File: src/rtl/i2s_slv_frontend.sv
// -----------------------------------------------------------------------------
// i2s_slv_frontend
// Slave-mode input front end for the I2S controller. The external sck/ws/sd pins
// are synchronised into pclk. The block makes a one-cycle sample strobe for each
// active sck edge and hands the sampled ws/sd bits to the core. It also measures
// the frame length and tracks lock and sck-idle timeout, so firmware can see a
// master that is dead or unstable.
//
// Optional feature (compile-time macro I2S_SLV_GLITCH_FILT_EN):
//   A 3-sample majority filter is placed on the synchronised sck. Single-cycle
//   sck glitches are suppressed, and ws/sd get two extra delay stages so that
//   they stay aligned with the filtered sck. Pin-to-strobe latency is
//   SYNC_STAGES+3 with the filter and SYNC_STAGES+1 without it.
//
// Ports:
//   clk_i        pclk
//   rst_n_i      asynchronous reset, active low
//   en_i         block enable; when low, everything except err_o is cleared
//   pol_i        0: sample on sck rise, 1: sample on sck fall
//   clr_i        clears err_o (a set in the same cycle wins)
//   tout_i       sck-idle timeout in clk cycles, 0 disables the timeout
//   sck_i/ws_i/sd_i  raw external pins
//   sck_o        synchronised sck level
//   smp_o        sample strobe, one cycle per active sck edge
//   ws_o/sd_o    ws/sd captured at the last strobe
//   ws_edge_o    pulse coincident with smp_o when the captured ws changes
//   frame_len_o  number of bits in the last complete frame
//   lock_o       two consecutive frames of equal length, no timeout since
//   err_o        sticky: length mismatch while locked, or bit counter saturation
//   tout_o       high while sck has been idle for >= tout_i cycles
// -----------------------------------------------------------------------------
module i2s_slv_frontend #(
  parameter int SYNC_STAGES = 2,
  parameter int LEN_WIDTH   = 8,
  parameter int TOUT_WIDTH  = 16
) (
  input  logic                  clk_i,
  input  logic                  rst_n_i,
  input  logic                  en_i,
  input  logic                  pol_i,
  input  logic                  clr_i,
  input  logic [TOUT_WIDTH-1:0] tout_i,
  input  logic                  sck_i,
  input  logic                  ws_i,
  input  logic                  sd_i,
  output logic                  sck_o,
  output logic                  smp_o,
  output logic                  ws_o,
  output logic                  sd_o,
  output logic                  ws_edge_o,
  output logic [LEN_WIDTH-1:0]  frame_len_o,
  output logic                  lock_o,
  output logic                  err_o,
  output logic                  tout_o
);

  typedef enum logic [1:0] {
    ST_IDLE   = 2'd0,
    ST_SYNC   = 2'd1,
    ST_MEAS   = 2'd2,
    ST_LOCKED = 2'd3
  } state_e;

  logic [SYNC_STAGES-1:0] sck_sync_q;
  logic [SYNC_STAGES-1:0] ws_sync_q;
  logic [SYNC_STAGES-1:0] sd_sync_q;
  logic                   sck_lvl_s;
  logic                   ws_lvl_s;
  logic                   sd_lvl_s;
  logic                   sck_prev_q;

  logic                   smp_q;
  logic                   ws_q;
  logic                   sd_q;
  logic                   ws_edge_q;

  logic [TOUT_WIDTH-1:0]  idle_cnt_q;
  logic [TOUT_WIDTH-1:0]  idle_cnt_d;
  logic                   tout_q;
  logic                   tout_d;

  state_e                 state_q;
  state_e                 state_d;
  logic [LEN_WIDTH-1:0]   bit_cnt_q;
  logic [LEN_WIDTH-1:0]   bit_cnt_d;
  logic [LEN_WIDTH-1:0]   frame_len_q;
  logic [LEN_WIDTH-1:0]   frame_len_d;
  logic                   lock_q;
  logic                   err_q;

  logic                   rise_s;
  logic                   fall_s;
  logic                   any_edge_s;
  logic                   smp_s;
  logic                   frame_start_s;
  logic                   bit_max_s;
  logic [LEN_WIDTH-1:0]   len_new_s;
  logic                   sat_s;
  logic                   mismatch_s;
  logic                   tout_rise_s;
  logic                   err_set_s;

  // Pin synchronisers; all three chains have the same depth, so ws and sd are not skewed against sck.
  always_ff @(posedge clk_i or negedge rst_n_i) begin
    if (!rst_n_i) begin
      sck_sync_q <= '0;
      ws_sync_q  <= '0;
      sd_sync_q  <= '0;
    end else if (!en_i) begin
      sck_sync_q <= '0;
      ws_sync_q  <= '0;
      sd_sync_q  <= '0;
    end else begin
      sck_sync_q <= {sck_sync_q[SYNC_STAGES-2:0], sck_i};
      ws_sync_q  <= {ws_sync_q[SYNC_STAGES-2:0], ws_i};
      sd_sync_q  <= {sd_sync_q[SYNC_STAGES-2:0], sd_i};
    end
  end

`ifdef I2S_SLV_GLITCH_FILT_EN
  logic [1:0] sck_hist_q;
  logic       sck_filt_q;
  logic [1:0] ws_dly_q;
  logic [1:0] sd_dly_q;

  function automatic logic maj3(input logic a, input logic b, input logic c);
    return (a & b) | (a & c) | (b & c);
  endfunction

  // Majority filter on sync sck; ws/sd are delayed by two stages to match its latency.
  always_ff @(posedge clk_i or negedge rst_n_i) begin
    if (!rst_n_i) begin
      sck_hist_q <= 2'b00;
      sck_filt_q <= 1'b0;
      ws_dly_q   <= 2'b00;
      sd_dly_q   <= 2'b00;
    end else if (!en_i) begin
      sck_hist_q <= 2'b00;
      sck_filt_q <= 1'b0;
      ws_dly_q   <= 2'b00;
      sd_dly_q   <= 2'b00;
    end else begin
      sck_hist_q <= {sck_hist_q[0], sck_sync_q[SYNC_STAGES-1]};
      sck_filt_q <= maj3(sck_sync_q[SYNC_STAGES-1], sck_hist_q[0], sck_hist_q[1]);
      ws_dly_q   <= {ws_dly_q[0], ws_sync_q[SYNC_STAGES-1]};
      sd_dly_q   <= {sd_dly_q[0], sd_sync_q[SYNC_STAGES-1]};
    end
  end

  assign sck_lvl_s = sck_filt_q;
  assign ws_lvl_s  = ws_dly_q[1];
  assign sd_lvl_s  = sd_dly_q[1];
`else
  assign sck_lvl_s = sck_sync_q[SYNC_STAGES-1];
  assign ws_lvl_s  = ws_sync_q[SYNC_STAGES-1];
  assign sd_lvl_s  = sd_sync_q[SYNC_STAGES-1];
`endif

  // Extra flop that holds the previous sck level for edge detection.
  always_ff @(posedge clk_i or negedge rst_n_i) begin
    if (!rst_n_i) begin
      sck_prev_q <= 1'b0;
    end else if (!en_i) begin
      sck_prev_q <= 1'b0;
    end else begin
      sck_prev_q <= sck_lvl_s;
    end
  end

  assign rise_s        = sck_lvl_s & ~sck_prev_q;
  assign fall_s        = ~sck_lvl_s & sck_prev_q;
  assign any_edge_s    = sck_lvl_s ^ sck_prev_q;
  assign smp_s         = en_i & (pol_i ? fall_s : rise_s);
  // A frame starts when the sampled ws goes from 1 to 0.
  assign frame_start_s = smp_s & ws_q & ~ws_lvl_s;

  // Strobe and captured ws/sd; ws_edge is compared against the previously captured ws.
  always_ff @(posedge clk_i or negedge rst_n_i) begin
    if (!rst_n_i) begin
      smp_q     <= 1'b0;
      ws_q      <= 1'b0;
      sd_q      <= 1'b0;
      ws_edge_q <= 1'b0;
    end else if (!en_i) begin
      smp_q     <= 1'b0;
      ws_q      <= 1'b0;
      sd_q      <= 1'b0;
      ws_edge_q <= 1'b0;
    end else if (smp_s) begin
      smp_q     <= 1'b1;
      ws_q      <= ws_lvl_s;
      sd_q      <= sd_lvl_s;
      ws_edge_q <= ws_lvl_s ^ ws_q;
    end else begin
      smp_q     <= 1'b0;
      ws_q      <= ws_q;
      sd_q      <= sd_q;
      ws_edge_q <= 1'b0;
    end
  end

  // idle_cnt holds the number of cycles since the last sync sck edge. It saturates at its maximum.
  always_comb begin
    idle_cnt_d = idle_cnt_q;
    if (any_edge_s) begin
      idle_cnt_d = {{(TOUT_WIDTH-1){1'b0}}, 1'b1};
    end else if (&idle_cnt_q) begin
      idle_cnt_d = idle_cnt_q;
    end else begin
      idle_cnt_d = idle_cnt_q + {{(TOUT_WIDTH-1){1'b0}}, 1'b1};
    end
    tout_d = (tout_i != {TOUT_WIDTH{1'b0}}) && !any_edge_s && (idle_cnt_d >= tout_i);
  end

  assign tout_rise_s = tout_d & ~tout_q;

  // Idle counter and timeout flag.
  always_ff @(posedge clk_i or negedge rst_n_i) begin
    if (!rst_n_i) begin
      idle_cnt_q <= '0;
      tout_q     <= 1'b0;
    end else if (!en_i) begin
      idle_cnt_q <= '0;
      tout_q     <= 1'b0;
    end else begin
      idle_cnt_q <= idle_cnt_d;
      tout_q     <= tout_d;
    end
  end

  assign bit_max_s  = &bit_cnt_q;
  // The length includes the start bit of the frame being closed. It sticks at the maximum.
  assign len_new_s  = bit_max_s ? bit_cnt_q : (bit_cnt_q + LEN_WIDTH'(1));
  assign sat_s      = smp_s & ~frame_start_s & bit_max_s;
  assign mismatch_s = frame_start_s & (state_q == ST_LOCKED) & (len_new_s != frame_len_q);
  assign err_set_s  = en_i & (mismatch_s | sat_s);

  // Frame tracker next state: bit counter, latched length, lock FSM.
  always_comb begin
    state_d     = state_q;
    bit_cnt_d   = bit_cnt_q;
    frame_len_d = frame_len_q;
    if (frame_start_s) begin
      bit_cnt_d = '0;
    end else if (smp_s && !bit_max_s) begin
      bit_cnt_d = bit_cnt_q + LEN_WIDTH'(1);
    end else begin
      bit_cnt_d = bit_cnt_q;
    end
    if (tout_rise_s) begin
      state_d   = ST_IDLE;
      bit_cnt_d = '0;
    end else if (frame_start_s) begin
      case (state_q)
        ST_IDLE: begin
          state_d = ST_SYNC;
        end
        ST_SYNC: begin
          frame_len_d = len_new_s;
          state_d     = ST_MEAS;
        end
        ST_MEAS: begin
          frame_len_d = len_new_s;
          state_d     = (len_new_s == frame_len_q) ? ST_LOCKED : ST_MEAS;
        end
        ST_LOCKED: begin
          frame_len_d = len_new_s;
          state_d     = (len_new_s == frame_len_q) ? ST_LOCKED : ST_MEAS;
        end
        default: begin
          state_d = ST_IDLE;
        end
      endcase
    end else if (sat_s && (state_q == ST_LOCKED)) begin
      state_d = ST_MEAS;
    end else begin
      state_d = state_q;
    end
  end

  // Frame tracker registers; lock_o is registered from the next state.
  always_ff @(posedge clk_i or negedge rst_n_i) begin
    if (!rst_n_i) begin
      state_q     <= ST_IDLE;
      bit_cnt_q   <= '0;
      frame_len_q <= '0;
      lock_q      <= 1'b0;
    end else if (!en_i) begin
      state_q     <= ST_IDLE;
      bit_cnt_q   <= '0;
      frame_len_q <= '0;
      lock_q      <= 1'b0;
    end else begin
      state_q     <= state_d;
      bit_cnt_q   <= bit_cnt_d;
      frame_len_q <= frame_len_d;
      lock_q      <= (state_d == ST_LOCKED);
    end
  end

  // Sticky error flag. It survives en_i=0, and a set wins over clr_i.
  always_ff @(posedge clk_i or negedge rst_n_i) begin
    if (!rst_n_i) begin
      err_q <= 1'b0;
    end else if (err_set_s) begin
      err_q <= 1'b1;
    end else if (clr_i) begin
      err_q <= 1'b0;
    end else begin
      err_q <= err_q;
    end
  end

  assign sck_o       = sck_lvl_s;
  assign smp_o       = smp_q;
  assign ws_o        = ws_q;
  assign sd_o        = sd_q;
  assign ws_edge_o   = ws_edge_q;
  assign frame_len_o = frame_len_q;
  assign lock_o      = lock_q;
  assign err_o       = err_q;
  assign tout_o      = tout_q;

endmodule
File: config.mk
export PLATFORM = sky130hd
export DESIGN_NAME = i2s_slv_frontend
export DESIGN_NICKNAME = d
export VERILOG_FILES = /design/src/rtl/i2s_slv_frontend.sv
export SDC_FILE = /design/constraint.sdc
export NUM_CORES = 1
export LEC_CHECK = 0
export CORE_ASPECT_RATIO = 1.1
export CORE_MARGIN = 10
export CORE_UTILIZATION = 56
export DETAILED_ROUTE_END_ITERATION = 8
export PLACE_DENSITY = 0.81
export SETUP_SLACK_MARGIN = 0.5
export SYNTH_ARGS = -nofsm -noshare
export SYNTH_HDL_FRONTEND = slang
export SYNTH_SLANG_ARGS = --single-unit
export TNS_END_PERCENT = 30
File: constraint.sdc
create_clock -name clk_i -period 4 [get_ports clk_i]
set_input_delay 0.6 -clock clk_i [delete_from_list [all_inputs] [get_ports clk_i]]
set_output_delay 0.6 -clock clk_i [all_outputs]
set_load 0.01 [all_outputs]
==> reports/qor.yml <==
postRouteWirelength_mm: 9.07
clock_path_buffers: 2
crit_slowest_cell: "or4_4"
antenna_cells: 0
cp-end-kind: "register"
pre_cts_ws_ns: 0.295
clk_latency_ns: 0.32
postSynthCellCount: 341
path_cells: "ha_2, and3_4, nand2_4, or4_4, nand2_4, xor2_2, nor2_1, ha_1, o2111ai_4, a2111oi_4, nor3_2, o31a_1, mux2_4"
ant_nets: 0
crit_required_ns: 4.20
worstSetupPathType: "register to register"
cpPeakStageDelay_ns: 0.63
final_cell_count_no_fill: 476
via_count: 2919
yosys.area.top_type_share_pct: 38.6
setup_viol: 0
finalMaxSlewViolations: 0
h-tree-depth: 2
placed_cells: 446
layout_commonest_cell: "dfrtp_1"
dieArea_sq_um: 8950
power_frac_comb_pct: 13.4
start_util_pct: 57.7
power_density_nw_per_um2: 250
synthArstFlopShare_pct: 100
cts.sinks: 48
ys_seq_area_share_pct: 38.6
cts_tree: "built"
fp.dieH_um: 98.2
tns_ns: 0
numCtsBuffers: 5
grt.total_usage_pct: 18.9
final-seq-area_sq_um: 1200
grt_pass1_vias: 2883
cp.arrival_ns: 3.92
drv_cap: 0
final_cell_mix: "dfrtp_1 (48), nor2_1 (38), clkdlybuf4s50_1 (38)"
placed_cell_area_sq_um: 3550
io_pins: 40
worst_slew_pin_slew_ns: 1.06
clkSlewWorstSetupHoldPaths_ns: 0.11
synthesis.nets: 385
multi_input_area_sq_um: 1930
cts_root_buf: "clkbuf_8"
place_congestion: 0.948
synthDistinctLibCells: 52
syn2layout_area_growth_pct: 28.6
ff2ff_path_depth: 13
p_int_uw: 742
crit_top_cell: "nand2_4"
fp.coreArea_sq_um: 5400
ys_ff_latch: 48
r2r_slack_ns: 0.28
placementRows: 28
synth_top_area_cell: "dfrtp_1"
portBuffers: 39
finalInstanceArea_sq_um: 4010
rsz0062_at_grt: "true"
via_per_inst: 6.13
fmaxAchievable_mhz: 269
routedWlPerCell_um: 19.1
grt_pass1_wl_mm: 13.9
drt_iter0_markers: 252
dp_hpwl_mm: 5.59
grt_start_max_net_pins: 49
yosys_warnings: 0
fin_util_pct: 74.2
power_frac_seq_pct: 49.7
leakage_nw: 1.84
switchingPower_uw: 258
status: "finished clean"
layout.nets: 444
antenna_found_initial: 0
syn_area_per_cell_sq_um: 9.13
firstDrtPassIters: 6
power_frac_clock_pct: 36.9
r2r-end: "frame_len_o[4]"
crit_path_start_kind: "register"
finalPower_mw: 1.00
path_max_fanout: 6
peakVddDrop_mv: 0.243
fin_crit_ns: 3.72
path_buf_inv: 0
ys.flop_type: "dfrtp_1"
hp-class: "input pin to async pin"
reg2reg_from: "idle_cnt_q[0]"
cp_top_family: "simple AND/OR/NAND/NOR gates"
synth_area_sq_um: 3110
netlist_top_cells_area: "dfrtp_1 (39%), ha_1 (8.0%), nor2_1 (4.8%), mux2i_1 (4.2%), xor2_1 (3.7%)"
max_slew_margin_pct: 29.6
clock_skew_ns: 0.0142
synth_edf_count: 0
die_w_um: 91.1
hold_viol: 0
overflow: 0
drive_above_1_share_pct: 17.7
ctsHoldBuffers: 0
fin_crit_sh_pct: 93.0
layout_setup_ws_ns: 0.278
hold_slack_ns: 0.469
nFillCells: 396
drc_errors: 0
swShare_pct: 25.8
layout make-up:
cell class,instances,share of cell area (%)
inverters,22,2.06
well taps,75,2.34
clock inverters,3,1.16
multi-input cells,259,48.2
repair buffers,64,14.5
clock buffers,5,1.72
flip-flops and latches,48,30.0
timing repair:
item,in CTS,in global routing
setup buffers,14,7
cloned,1,0
setup endpoints to repair,15,16
resized for setup,16,16
pin swaps,11,15
Yosys cell counts, types with 8 or more instances:
master	n
and2_1	11
a21oi_1	16
xor2_1	13
xnor2_1	11
mux2i_1	13
ha_1	20
inv_1	21
nor2_1	40
nand3_1	10
nand2_1	30
and3_1	8
dfrtp_1	48
nor3_1	10
power by group through the flow:
stage / sequential [mW] / clock [mW] / combinational, mW
final: 0.497 / 0.369 / 0.134
after CTS: 0.496 / 0.369 / 0.117
after global placement: 0.506 / 0 / 0.0984
after floorplan: 0.506 / 0 / 0.0482
after detailed placement: 0.507 / 0 / 0.102
after global routing: 0.498 / 0.392 / 0.145
state kept, by name (all words and copies together) (netlist names), 2 cells and up:
signal,count
sd_sync_q,2
ws_sync_q,2
bit_cnt_q,8
sck_sync_q,2
idle_cnt_q,16
state_q,2
frame_len_o,8
per-layer routing:
layer  part of all wire [%]  GRT usage (%)  vias to the layer above
met1                     39           21.9                     1361
met4                    6.0           10.9                        0
met2                     46           30.8                      193
met3                    8.8           5.28                       49
li1                       -              -                     1316
met5                      0              0                        -
cells by family (layout without fill, tap and decap cells):
family | count (synthesis) | in the layout | synth area share [%]
muxes | 15 | 15 | 4.98
xor gates and xnor gates | 25 | 25 | 7.47
and+or+nand+nor | 148 | 149 | 24.8
buffers and inverters | 35 | 94 | 5.22
AOI/OAI and AO/OA | 50 | 50 | 10.9
DFF | 48 | 48 | 38.6
adders and majority gates | 20 | 20 | 8.04
worst max-delay path by stage:
stage,endpoint,startpoint,slack (ns),depth (start not counted)
2_1_floorplan,frame_len_o[4],idle_cnt_q[0],0.53,15
3_3_place_gp,frame_len_o[4],idle_cnt_q[0],0.42,14
3_5_place_dp,frame_len_o[4],idle_cnt_q[5],0.30,13
4_1_cts,frame_len_o[4],idle_cnt_q[5],0.51,14
5_1_grt,frame_len_o[4],idle_cnt_q[0],0.22,13
6_report,frame_len_o[4],idle_cnt_q[0],0.28,13
(Power assumes the default switching activity.)
